## config.mk

```make
export PLATFORM = sky130hd
export DESIGN_NAME = uart_rx_fifo_receiver
export DESIGN_NICKNAME = d
export VERILOG_FILES = /design/src/rtl/uart_pkg.sv /design/src/rtl/uart_rx_fifo.sv /design/src/rtl/uart_rx_fifo_receiver.sv
export SDC_FILE = /design/constraint.sdc
export NUM_CORES = 1
export LEC_CHECK = 0
export BUFFER_PORTS_ARGS = -buffer_cell sky130_fd_sc_hd__buf_2
export CAP_MARGIN = 10
export CORE_MARGIN = 5
export CORE_UTILIZATION = 65
export CTS_CLUSTER_DIAMETER = 60
export CTS_CLUSTER_SIZE = 12
export DETAILED_ROUTE_END_ITERATION = 12
export PLACE_DENSITY = 0.88
export SLEW_MARGIN = 10
export SYNTH_ARGS = -nofsm -noshare
export SYNTH_HDL_FRONTEND = slang
export SYNTH_HIERARCHICAL = 1
export SYNTH_SLANG_ARGS = --single-unit
```

## constraint.sdc

```tcl
create_clock -name clk -period 3.9 [get_ports clk]
set_clock_uncertainty 0.05 [all_clocks]
set_input_delay 0.39 -clock clk [delete_from_list [all_inputs] [get_ports clk]]
set_output_delay 0.39 -clock clk [all_outputs]
set_load 0.01 [all_outputs]
```

## src/rtl/uart_pkg.sv

```systemverilog
// Shared UART definitions: receiver/transmitter state encoding, default bit divider
// and the parity helper.
package uart_pkg;

  localparam int CLOCK_DIV_DEFAULT = 281;

  typedef enum logic [2:0] {
    IDLE   = 3'd0,
    START  = 3'd1,
    DATA   = 3'd2,
    PARITY = 3'd3,
    STOP   = 3'd4
  } uart_state_e;

  // Returns 1 when the data byte plus its parity bit carry an odd number of ones.
  function automatic logic parity_odd(input logic [7:0] data, input logic par);
    return ^{data, par};
  endfunction

endpackage

```

## src/rtl/uart_rx_fifo.sv

```systemverilog
// Synchronous-write, show-ahead FIFO: the head entry is always visible on data_o.
// A push while full is accepted only if a pop happens in the same cycle.
module uart_rx_fifo #(
  parameter int DEPTH_BITS = 3,
  parameter int WIDTH      = 8
) (
  input  logic             clk,
  input  logic             rst,
  input  logic             push_i,
  input  logic [WIDTH-1:0] push_data_i,
  input  logic             pop_i,
  output logic [WIDTH-1:0] data_o,
  output logic             empty_o,
  output logic             full_o,
  output logic             overflow_o
);

  localparam int DEPTH_N = 1 << DEPTH_BITS;
  localparam logic [DEPTH_BITS:0] COUNT_FULL = {1'b1, {DEPTH_BITS{1'b0}}};
  localparam logic [DEPTH_BITS:0] COUNT_ONE  = {{DEPTH_BITS{1'b0}}, 1'b1};
  localparam logic [DEPTH_BITS-1:0] PTR_ONE  = {{(DEPTH_BITS-1){1'b0}}, 1'b1};

  logic [WIDTH-1:0]      mem_q [DEPTH_N];
  logic [DEPTH_BITS-1:0] wr_ptr_q, wr_ptr_d;
  logic [DEPTH_BITS-1:0] rd_ptr_q, rd_ptr_d;
  logic [DEPTH_BITS:0]   count_q, count_d;
  logic                  empty_q, full_q, overflow_q, overflow_d;
  logic                  do_push_s, do_pop_s;

  always_comb begin
    do_pop_s   = pop_i && (count_q != {(DEPTH_BITS+1){1'b0}});
    do_push_s  = push_i && ((count_q != COUNT_FULL) || do_pop_s);
    overflow_d = push_i && (count_q == COUNT_FULL) && !pop_i;
    wr_ptr_d   = do_push_s ? wr_ptr_q + PTR_ONE : wr_ptr_q;
    rd_ptr_d   = do_pop_s ? rd_ptr_q + PTR_ONE : rd_ptr_q;
    case ({do_push_s, do_pop_s})
      2'b10:   count_d = count_q + COUNT_ONE;
      2'b01:   count_d = count_q - COUNT_ONE;
      default: count_d = count_q;
    endcase
  end

  always_ff @(posedge clk or posedge rst) begin
    if (rst) begin
      for (int i = 0; i < DEPTH_N; i++) begin
        mem_q[i] <= {WIDTH{1'b0}};
      end
      wr_ptr_q   <= {DEPTH_BITS{1'b0}};
      rd_ptr_q   <= {DEPTH_BITS{1'b0}};
      count_q    <= {(DEPTH_BITS+1){1'b0}};
      empty_q    <= 1'b1;
      full_q     <= 1'b0;
      overflow_q <= 1'b0;
    end else begin
      if (do_push_s) begin
        mem_q[wr_ptr_q] <= push_data_i;
      end
      wr_ptr_q   <= wr_ptr_d;
      rd_ptr_q   <= rd_ptr_d;
      count_q    <= count_d;
      empty_q    <= (count_d == {(DEPTH_BITS+1){1'b0}});
      full_q     <= (count_d == COUNT_FULL);
      overflow_q <= overflow_d;
    end
  end

  assign data_o     = mem_q[rd_ptr_q];
  assign empty_o    = empty_q;
  assign full_o     = full_q;
  assign overflow_o = overflow_q;

endmodule

```

## src/rtl/uart_rx_fifo_receiver.sv

```systemverilog
// 8N1 UART receiver with show-ahead receive FIFO; defining UART_RX_PARITY_EN
// adds an even-parity bit after bit 7 and enables parity_error.
module uart_rx_fifo_receiver
  import uart_pkg::*;
#(
  parameter int CLOCK_DIV          = CLOCK_DIV_DEFAULT,
  parameter int CLOCK_COUNTER_BITS = 9,
  parameter int FIFO_DEPTH_BITS    = 3
) (
  input  logic       clk,
  input  logic       rst,
  input  logic       rx,
  input  logic       rd,
  output logic [7:0] data_out,
  output logic       empty,
  output logic       full,
  output logic       overflow,
  output logic       frame_error,
  output logic       parity_error
);

  localparam logic [CLOCK_COUNTER_BITS-1:0] CNT_HALF   = CLOCK_COUNTER_BITS'(CLOCK_DIV / 2);
  localparam logic [CLOCK_COUNTER_BITS-1:0] CNT_RELOAD = CLOCK_COUNTER_BITS'(CLOCK_DIV - 1);
  localparam logic [CLOCK_COUNTER_BITS-1:0] CNT_ZERO   = {CLOCK_COUNTER_BITS{1'b0}};
  localparam logic [CLOCK_COUNTER_BITS-1:0] CNT_ONE    = {{(CLOCK_COUNTER_BITS-1){1'b0}}, 1'b1};

  logic                          sync1_q, rx_s_q, rx_p_q;
  uart_state_e                   state_q, state_d;
  logic [CLOCK_COUNTER_BITS-1:0] cnt_q, cnt_d;
  logic [2:0]                    bit_q, bit_d;
  logic [7:0]                    shreg_q, shreg_d;
  logic                          push_q, push_d;
  logic                          ferr_q, ferr_d;
`ifdef UART_RX_PARITY_EN
  logic                          par_q, par_d;
  logic                          perr_q, perr_d;
`endif

  // rx is asynchronous: two flops for metastability, a third for edge detection.
  always_ff @(posedge clk or posedge rst) begin
    if (rst) begin
      sync1_q <= 1'b1;
      rx_s_q  <= 1'b1;
      rx_p_q  <= 1'b1;
    end else begin
      sync1_q <= rx;
      rx_s_q  <= sync1_q;
      rx_p_q  <= rx_s_q;
    end
  end

  // Next-state logic; the counter only runs while a frame is in progress.
  always_comb begin
    state_d = state_q;
    cnt_d   = cnt_q;
    bit_d   = bit_q;
    shreg_d = shreg_q;
    push_d  = 1'b0;
    ferr_d  = 1'b0;
`ifdef UART_RX_PARITY_EN
    par_d   = par_q;
    perr_d  = 1'b0;
`endif
    case (state_q)
      IDLE: begin
        if (rx_p_q && !rx_s_q) begin
          state_d = START;
          cnt_d   = CNT_HALF;
        end else begin
          state_d = IDLE;
        end
      end
      START: begin
        if (cnt_q == CNT_ZERO) begin
          if (!rx_s_q) begin
            state_d = DATA;
            cnt_d   = CNT_RELOAD;
            bit_d   = 3'd0;
          end else begin
            state_d = IDLE;
          end
        end else begin
          cnt_d = cnt_q - CNT_ONE;
        end
      end
      DATA: begin
        if (cnt_q == CNT_ZERO) begin
          shreg_d = {rx_s_q, shreg_q[7:1]};
          cnt_d   = CNT_RELOAD;
          if (bit_q == 3'd7) begin
`ifdef UART_RX_PARITY_EN
            state_d = PARITY;
`else
            state_d = STOP;
`endif
          end else begin
            bit_d = bit_q + 3'd1;
          end
        end else begin
          cnt_d = cnt_q - CNT_ONE;
        end
      end
      PARITY: begin
`ifdef UART_RX_PARITY_EN
        if (cnt_q == CNT_ZERO) begin
          par_d   = rx_s_q;
          cnt_d   = CNT_RELOAD;
          state_d = STOP;
        end else begin
          cnt_d = cnt_q - CNT_ONE;
        end
`else
        state_d = IDLE;
`endif
      end
      STOP: begin
        if (cnt_q == CNT_ZERO) begin
          state_d = IDLE;
          // A low stop bit wins over any parity outcome.
          if (rx_s_q) begin
`ifdef UART_RX_PARITY_EN
            if (parity_odd(shreg_q, par_q)) begin
              perr_d = 1'b1;
            end else begin
              push_d = 1'b1;
            end
`else
            push_d = 1'b1;
`endif
          end else begin
            ferr_d = 1'b1;
          end
        end else begin
          cnt_d = cnt_q - CNT_ONE;
        end
      end
      default: state_d = IDLE;
    endcase
  end

  // Receiver state and registered event pulses.
  always_ff @(posedge clk or posedge rst) begin
    if (rst) begin
      state_q <= IDLE;
      cnt_q   <= CNT_ZERO;
      bit_q   <= 3'd0;
      shreg_q <= 8'h00;
      push_q  <= 1'b0;
      ferr_q  <= 1'b0;
`ifdef UART_RX_PARITY_EN
      par_q   <= 1'b0;
      perr_q  <= 1'b0;
`endif
    end else begin
      state_q <= state_d;
      cnt_q   <= cnt_d;
      bit_q   <= bit_d;
      shreg_q <= shreg_d;
      push_q  <= push_d;
      ferr_q  <= ferr_d;
`ifdef UART_RX_PARITY_EN
      par_q   <= par_d;
      perr_q  <= perr_d;
`endif
    end
  end

  uart_rx_fifo #(
    .DEPTH_BITS (FIFO_DEPTH_BITS),
    .WIDTH      (8)
  ) u_fifo (
    .clk         (clk),
    .rst         (rst),
    .push_i      (push_q),
    .push_data_i (shreg_q),
    .pop_i       (rd),
    .data_o      (data_out),
    .empty_o     (empty),
    .full_o      (full),
    .overflow_o  (overflow)
  );

  assign frame_error = ferr_q;
`ifdef UART_RX_PARITY_EN
  assign parity_error = perr_q;
`else
  assign parity_error = 1'b0;
`endif

endmodule

```

* Word level (Yosys, flattened, before mapping)
Index checks and enable logic that the tools add are counted.
Widths: inputs -> output; s select.
** Cells by class
- Magnitude comparators :: 3
- Div/mod/pow operators :: 0
- Multipliers :: 0
- Reduce and logical (&&, ||, !) cells :: 19
- Bitwise operators :: 2
- Add/subtract/negate cells :: 6
- Mux-type cells :: 31
- Eq/ne operators :: 18
- Shift operators :: 0
** Operators by type and width (count)
- $bwmux 64 :: 1
- $mux 9 :: 5
- $pmux 9 s4 :: 1
- $bmux 8 s3 :: 1
- $demux 8 s3 :: 1
- $mux 3 :: 8
- $mux 8 :: 3
- $ne 2x2->1 const B :: 8
- $pmux 3 s4 :: 1
- $add 3x1->3 const B :: 3
- $logic_not 9->1 :: 1
- $sub 9x1->9 const B :: 1
- $eq 4x4->1 const B :: 2
- $ge 4x4->1 const B :: 2
- $not 3->4 :: 2
- $pmux 4 s2 :: 1
- $reduce_and 4->1 :: 2
- $reduce_bool 4->1 :: 2
- $mux 1 :: 7
- $eq 3x3->1 const B :: 2
- $logic_and 1x1->1 :: 6
- $pmux 3 s2 :: 1
- $reduce_and 5->1 :: 1
- $add 4x1->4 const B :: 1
- other kinds (15) :: 16
** Word-level totals
- Input bits :: 4
- Bits in registers :: 105
- Bits in read-only memories :: 0
- Memory bits (writable) :: 0
- Output and inout port bits :: 13
- Bits in latches :: 0
- Memories :: 0
- Word-level logic and storage cells :: 102

* Depth between registers and ports, before layout
Gate-level depths: netlist of run 1.
- Depth in word-level cells :: 7
- Gate-level depth with buffers :: 11
- Mapped depth without buffers :: 10

* By module
Netlist of run 1, hierarchy kept.
** By module, submodules not included
- uart_rx_fifo :: times used 1, cells an instance 234, area each 3623.5 µm², sequential area each 1928.1 µm²
- uart_rx_fifo_receiver :: times used 1, cells an instance 132, area each 1466.4 µm², sequential area each 704.4 µm²

* Worst setup path before layout of run 1
OpenSTA, ideal clock, no wires.
- Path type :: register to register
- From :: register u_fifo.count_q[2]
- To :: register u_fifo.empty_q (netlist: u_fifo/empty_o)
- Clock period less this slack :: 2.671 ns
- Path slack :: 1.229 ns
- Setup time :: 0.097 ns
- Path buffers :: 1
- Required time :: 3.753 ns
- Stages on the path, launching flop included :: 12
- Data arrival time :: 2.524 ns
- Path through :: dfrtp_1 > or3_1 > o21a_1 > buf_6 > inv_2 > ha_1 > xor2_1 > ha_1 > a21oi_1 > xor2_1 > o41a_1 > nor4_1
** On the way
- Longest elaborated chain between the ends :: 7
- Elaborated cells on any way between the ends :: 11
- Classes of those cells :: add/sub: 2; eq/ne: 3; mux: 1; reduce/logical: 5
** RTL lines
- from (decl) :: RTL line uart_rx_fifo.sv:26 : logic [DEPTH_BITS:0] count_q, count_d;
- from (signal assigned) :: RTL line uart_rx_fifo.sv:50 : count_q <= {(DEPTH_BITS+1){1'b0}};
- from (signal assigned) :: RTL line uart_rx_fifo.sv:60 : count_q <= count_d;
- $reduce_bool 4->1 :: RTL line uart_rx_fifo.sv:31 : do_pop_s = pop_i && (count_q != {(DEPTH_BITS+1){1'b0}});
- $logic_and 1x1->1 :: RTL line uart_rx_fifo.sv:31
- $logic_or 1x1->1 :: RTL line uart_rx_fifo.sv:32 : do_push_s = push_i && ((count_q != COUNT_FULL) || do_pop_s);
- $logic_and 1x1->1 :: RTL line uart_rx_fifo.sv:32
- $eq 2x1->1 or $eq 2x2->1 (tied branches) :: RTL line uart_rx_fifo.sv:36 : case ({do_push_s, do_pop_s})
- $pmux 4 s2 * :: RTL line uart_rx_fifo.sv:36
- $logic_not 4->1 * :: RTL line uart_rx_fifo.sv:61 : empty_q <= (count_d == {(DEPTH_BITS+1){1'b0}});
- to (signal assigned) :: RTL line uart_rx_fifo.sv:61
- to (decl) :: RTL line uart_rx_fifo.sv:27 : logic empty_q, full_q, overflow_q, overflow_d;
Every way passes the cells marked *; elsewhere a longest branch is shown, timed or not.
A chain may end at the register's enable or synchronous reset.

* Worst setup path after layout of run 1
Ends and elaborated chain as after synthesis.

==> metrics.md, run 1 <==
| Metric | Value |
|---|---|
| Outcome | `complete, no violations` |
| Clock-pin slew on the worst setup and hold paths | `roughly 0.10 ns` |
| Critical Path Fanout Max | `8` |
| GRT Total Usage | `21.6%` |
| Starting density of the core | `between 60% and 70%` |
| Maximum VDD drop | `~0.00030 V` |
| Hold-fix buffers, CTS | `0` |
| Syn Std Cell Area | `5090 µm²` |
| Fin cells | `489` |
| Final setup vio count | `0` |
| Post-synth EDFFs | `0` |
| Reg2reg path depth | `10` |
| Most frequent cells in the layout | `dfrtp_1, mux2_2, mux4_2` |
| # diodes | `0` |
| 1st-pass router iterations | `4` |
| Post-Synth Simple-Gate Area | `10.1%` |
| Mux cell area share after synthesis | `25.5%` |
| Routed vias | `3094` |
| Final Power | `0.00216 W` |
| DR vias/cell | `6.33` |
| Setup TNS | `0 ns` |
| First-pass GRT wire length | `16700 µm` |
| Grt total ovfl | `0` |
| Power Dens Cells | `395 nW/µm²` |
| HP Class | `in -> async` |
| Worst skew pair latency | `about 0.36 ns` |
| DIE WIDTH | `98.5 µm` |
| Max Root-Sink Buffers | `2` |
| Worst EP required | `4.12 ns` |
| CTS Buf Count | `9` |
| Vias in the first global route | `3210` |
| Final Hold Slack | `0.0122 ns` |
| Max-slew violation count | `0` |
| Worst r2r src | `u_fifo/count_q[2]$_DFF_PP0_` |
| Post-Synth XOR/XNOR Area | `1.55%` |
| Setup CP Type | `reg -> reg` |
| Synth-to-Final Area Change | `7.28%` |
| Post-CTS Repair Setup Buffers | `0` |
| Commonest non-fill, non-tap cell in the layout | `dfrtp_1` |
| Initial DRC count | `146` |
| GPL Wtd Cong | `0.878` |
| Startpoint Class | `flip-flop` |
| Most used DFF post-synth | `dfrtp_1` |
| Placeable Area | `~7700 µm²` |
| Die Height | `roughly 98 µm` |
| Fmax | `322 MHz` |
| RSZ-0062 raised after global routing | `no` |
| Pleak | `2.61 nW` |
| FILL cells | `518` |
| Syn Inst Count | `366` |
| Drt total wl | `around 9600 µm` |
| Synth async-reset ratio | `100%` |
| Main combinational cell family by area after synthesis | `multiplexers` |
| WL/cell | `19.6 µm` |
| R2R setup slack | `0.80 ns` |
| Rows | `32` |
| Max-cap viol count | `0` |
| Detailed-placement wirelength estimate | `6330 µm` |
| Flops & latches, synth | `105` |
| Initial antenna violation count | `0` |
| Sequential-to-total area share from yosys stat | `between 50 and 60%` |
| Share of layout cells above drive strength 1 | `about 40%` |
| CTS H-tree lvls | `3` |
| Synth warn | `6` |
| Fin nets | `395` |
| Fin. Hold Viols | `0` |
| Resize count post-CTS | `0` |
| CP endpoint kind | `flip-flop` |
| CTS tree | `done` |
| Placed cells | `472` |
| # port buffers | `15` |
| Final Cycle Share | `79.6%` |
| CTS Sinks | `approximately 110` |
| Fin crit period | `3.10 ns` |
| Adder-cell share of the synthesized area | `2.41%` |
| Ports | `17` |
| Antenna viol nets, final | `0` |
| Distinct cells, synth | `64` |
| Largest net degree at the start of global routing | `53` |
| Final core utilization | `71.0%` |
| Synth area leader | `dfrtp_1` |
| Reg2reg end | `u_fifo/empty_o$_DFF_PP1_` |
| Critical Path AT | `3.32 ns` |
| Syn avg cell area | `13.9 µm²` |
| Net Count, Synth | `379` |
| Die area | `9700 µm²` |
| CTS root buffer | `clkbuf_8` |
| Yosys top cell area share | `49.7%` |
| Worst slew margin | `between 40 and 50%` |
| Storage cell area | `approximately 2600 µm²` |
| Worst slew pin tran | `0.824 ns` |
| Area contributors post-synth | `dfrtp_1, mux2_2, mux4_2` |
| Post-route DRC violation count | `0` |
| Complex-gate fraction of the synthesized area | `6.49%` |
| Multi-input logic area | `between 2000 and 2500 µm²` |
[worst max-delay path by stage]
stage | from | end | slack, ns
6_report | u_fifo/count_q[2]$_DFF_PP0_ | u_fifo/empty_o$_DFF_PP1_ | 0.80
5_1_grt | u_fifo/count_q[2]$_DFF_PP0_ | u_fifo/full_o$_DFF_PP0_ | 0.60
4_1_cts | u_fifo/count_q[2]$_DFF_PP0_ | u_fifo/full_o$_DFF_PP0_ | 0.81
3_5_place_dp | u_fifo/count_q[2]$_DFF_PP0_ | u_fifo/full_o$_DFF_PP0_ | 0.95
3_3_place_gp | u_fifo/count_q[2]$_DFF_PP0_ | u_fifo/full_o$_DFF_PP0_ | 1.08
2_1_floorplan | u_fifo/count_q[2]$_DFF_PP0_ | u_fifo/empty_o$_DFF_PP1_ | 1.23
[registers in the layout, summed over array words and instances (netlist names)]
signal / flops
rx_p_q: 1
u_fifo/full_o: 1
rx_s_q: 1
u_fifo/rd_ptr_q: 3
cnt_q: 9
u_fifo/overflow_o: 1
u_fifo/count_q: 4
state_q: 3
u_fifo/empty_o: 1
bit_q: 3
sync1_q: 1
u_fifo/mem_q: 64
u_fifo/wr_ptr_q: 3
push_q: 1
shreg_q: 8
frame_error: 1
[where the power goes]
| part | total (W) | internal, W | switching, W |
|---|---|---|---|
| combinational | 0.000281 | 0.000120 | 0.000162 |
| sequential | 0.00122 | 0.00114 | 0.0000828 |
| clock | 0.000655 | 0.000266 | 0.000390 |
[kinds of logic after synthesis]
family	after synthesis
other	1
multiplexers	99
XOR/XNOR	9
AND/OR/NAND/NOR	71
AO/OA/AOI/OAI	45
flip-flops	105
adder cells (fa/ha/maj)	10
buffers and inverters	26
[final cells by class]
| type | instances | share of cell area, % |
|---|---|---|
| Multi-Input combinational cell | 235 | 43.0 |
| Clock inverter | 6 | 1.08 |
| Inverter | 12 | 0.825 |
| Timing Repair Buffer | 19 | 2.06 |
| Sequential cell | 105 | 48.2 |
| Tap cell | 102 | 2.34 |
| Clock buffer | 10 | 2.52 |
[critical path: stages (launching register included)]
cell and delay, ns:
dfrtp_1 0.48, or3_1 0.44, o21a_1 0.33, inv_2 0.23, ha_1 0.29, xor2_1 0.20
ha_1 0.19, a21oi_1 0.06, xor2_1 0.19, o41a_1 0.37, nor4_1 0.19
[stage by stage]
step	area [µm²]	setup slack, ns
global route	5460	0.599
detailed placement	5250	0.946
finish	5460	0.797
global placement	5250	1.08
CTS	5450	0.814
floorplan	5090	1.23
[metal layers]
metal | vias up | global-route usage (%) | share of wire [%]
met5 | - | 0 | 0
met4 | 0 | 6.62 | 0.86
met3 | 6 | 3.33 | 4.1
met2 | 69 | 33.9 | 50
met1 | 1617 | 31.6 | 45
li1 | 1402 | - | -
[Yosys cell counts (all sizes together) (5+ instances only)]
cell	number
xor2	5
mux2	83
inv	12
mux4	16
dfrtp	101
o211ai	5
nor3	9
nor2	9
nand2	16
a21oi	9
clkbuf	7
buf	7
ha	9
Power figures use the tool's default switching activity.
==> run 2, diff against run 1 <==
Settings changed: CORE_UTILIZATION 65 to 62, PLACE_DENSITY 0.88 to 0.85.
Clock period 3.9 ns to 3 ns, I/O delays scaled along.
==> run 2 against run 1 <==
  * Worst hold slack gained 0.17 ns
  * Sequential share of layout area decreased by 0.76 points
  * Die area increased by 4.3%
  * First-iteration DRC count increased by 6.8%
  * Cell count up 1.8%
  * Critical path type unchanged
==> metrics.md, run 2 (same netlist as run 1, synthesis figures left out) <==
| Metric | Value |
|---|---|
| Outcome | `complete, no violations` |
| Fin. Hold Viols | `0` |
| Largest Register | `u_fifo/mem_q` |
| Resize count post-CTS | `0` |
| Critical Path AT | `a little over 3 ns` |
| Share of layout cells above drive strength 1 | `40.5%` |
| Critical path's largest stage delay | `roughly 0.48 ns` |
| First-pass GRT wire length | `roughly 17000 µm` |
| Critical Path Fanout Max | `7` |
| Starting density of the core | `62.9%` |
| Met2 usage | `35.5%` |
| Post-CTS Repair Setup Buffers | `0` |
| Setup CP Type | `reg -> reg` |
| CP max stage cell | `dfrtp_1` |
| CP endpoint kind | `flip-flop` |
| Initial DRC count | `156` |
| GRT Total Usage | `between 20% and 30%` |
| Multi-input logic area | `2350 µm²` |
| Worst skew pair latency | `0.36 ns` |
| CTS root buffer | `clkbuf_8` |
| Post-route cell area | `5550 µm²` |
| FILL cells | `approximately 540` |
| R2R setup slack | `0.11 ns` |
| Max Root-Sink Buffers | `2` |
| Cell family with most CP delay | `compound AO/OA/AOI/OAI gates` |
| Rows | `33` |
| Routed vias | `3126` |
| Biggest regs | `u_fifo/mem_q: 64 flops, cnt_q: 9 flops, shreg_q: 8 flops` |
| Detailed-placement wirelength estimate | `6370 µm` |
| Worst path bufs/invs | `0` |
| Worst EP required | `3.22 ns` |
| Maximum VDD drop | `0.000412 V` |
| Post-route DRC violation count | `0` |
| Pleak | `2.65 nW` |
| Drt total wl | `9910 µm` |
| Worst path cell trace | `or3_1 -> o21a_1 -> ha_1 -> xor2_1 -> ha_1 -> a21oi_1 -> xor2_1 -> o41a_1 -> nor4_1` |
| Die Height | `101 µm` |
| CTS Buf Count | `9` |
| Most Used Layer, Global Route | `met2` |
| # diodes | `0` |
| Fmax | `between 300 and 400 MHz` |
| Storage cell area | `2630 µm²` |
| Die area | `10100 µm²` |
| Placeable Area | `8090 µm²` |
| Clock-pin slew on the worst setup and hold paths | `0.10 ns` |
| Startpoint Class | `flip-flop` |
| Max reg flops | `64` |
| Worst slew margin | `a little under half` |
| Global routing usage on met1 | `slightly below 30%` |
| Synth-to-Final Area Change | `9.00%` |
| Met3 Track Usage GR | `slightly above 3%` |
| Most frequent cells in the layout | `dfrtp_1, mux2_2, mux4_2` |
| 1st-pass router iterations | `5` |
| Final Cycle Share | `between 90% and 100%` |
| Vias in the first global route | `~3200` |
| Max-slew violation count | `0` |
| GPL Wtd Cong | `0.888` |
| CTS Sinks | `approximately 110` |
| Largest net degree at the start of global routing | `66` |
| Fin crit period | `2.89 ns` |
| Power Dens Cells | `526 nW/µm²` |
| DR vias/cell | `between 6 and 7` |
| HP Class | `in -> reg` |
| DIE WIDTH | `between 100 and 150 µm` |
| Setup TNS | `0 ns` |
| RSZ-0062 raised after global routing | `no` |
| Commonest non-fill, non-tap cell in the layout | `dfrtp_1` |
| Grt total ovfl | `0` |
| Final setup vio count | `0` |
| Antenna viol nets, final | `0` |
| Worst slew pin tran | `0.797 ns` |
| Max-cap viol count | `0` |
| Fin nets | `401` |
| Dpl cell area | `between 5000 and 6000 µm²` |
| Ports | `17` |
| WL/cell | `about 20 µm` |
| Initial antenna violation count | `0` |
| # port buffers | `15` |
| CTS H-tree lvls | `3` |
| CTS tree | `done` |
[run 2: cell count changes in the layout (fill, tap and decap cells not counted)]
cell,change
buf_12,+1
buf_4,+4
buf_8,-1
bufinv_16,+2
clkbuf_8,-1
clkinv_4,-1
clkinvlp_4,+1
dlygate4sd3_1,+2
inv_6,+2
inv_8,-3
[run 2: cell type report]
cell class | count | share of cell area, %
clock buffer | 9 | 2.23
clock inverter | 7 | 1.83
inverter | 12 | 0.812
multi-input combinational | 235 | 42.3
sequential | 105 | 47.5
tap | 105 | 2.37
timing repair buffer | 25 | 3.02
[run 2: path summary, 6_finish.rpt]
check	startpoint	endpoint	depth (start not counted)
hold reg to reg	sync1_q$_DFF_PP1_	rx_s_q$_DFF_PP1_	0
setup reg to reg	u_fifo/count_q[2]$_DFF_PP0_	u_fifo/empty_o$_DFF_PP1_	9
max in group asynchronous	rst	sync1_q$_DFF_PP1_	4
hold / removal	rd	u_fifo/overflow_o$_DFF_PP0_	3
setup / recovery	u_fifo/count_q[2]$_DFF_PP0_	u_fifo/empty_o$_DFF_PP1_	9
min in group asynchronous	rst	u_fifo/count_q[2]$_DFF_PP0_	3
[run 2: routing by layer]
layer	vias up	wire length [µm]
li1	1427	-
met5	-	0
met3	13	332
met2	70	5190
met1	1616	4260
met4	0	130
[run 2: through the flow]
stage	std cells	setup slack (ns)	utilization [%]	total power [W]	hold slack, ns
3_5_place_dp	480	0.208	65.5	0.00197	0.222
6_report	498	0.111	68.6	0.00292	0.183
2_1_floorplan	366	0.329	-	0.00188	0.254
5_1_grt	498	0.00627	68.6	0.00306	0.194
3_3_place_gp	480	0.379	65.5	0.00196	0.220
4_1_cts	498	0.138	68.6	0.00294	0.163
[run 2: power breakdown]
| part | total (W) | switching, W | leakage, nW | internal, W |
|---|---|---|---|---|
| registers | 0.00159 | 0.000108 | 1.43 | 0.00148 |
| logic | 0.000366 | 0.000208 | 1.11 | 0.000158 |
| clock network | 0.000968 | 0.000491 | 0.106 | 0.000477 |
| total | 0.00292 | 0.000807 | 2.65 | 0.00211 |
[run 2: what timing repair did]
| action | in CTS | in global routing |
|---|---|---|
| setup endpoints to repair | 0 | 0 |
| endpoints found under the hold margin | 27 | 0 |
| hold buffers | 2 | 0 |
[run 2: worst min-delay path, stage by stage]
cell	delay [ns]
buf_2	0.09
nand2b_1	0.12
nor3_1	0.05
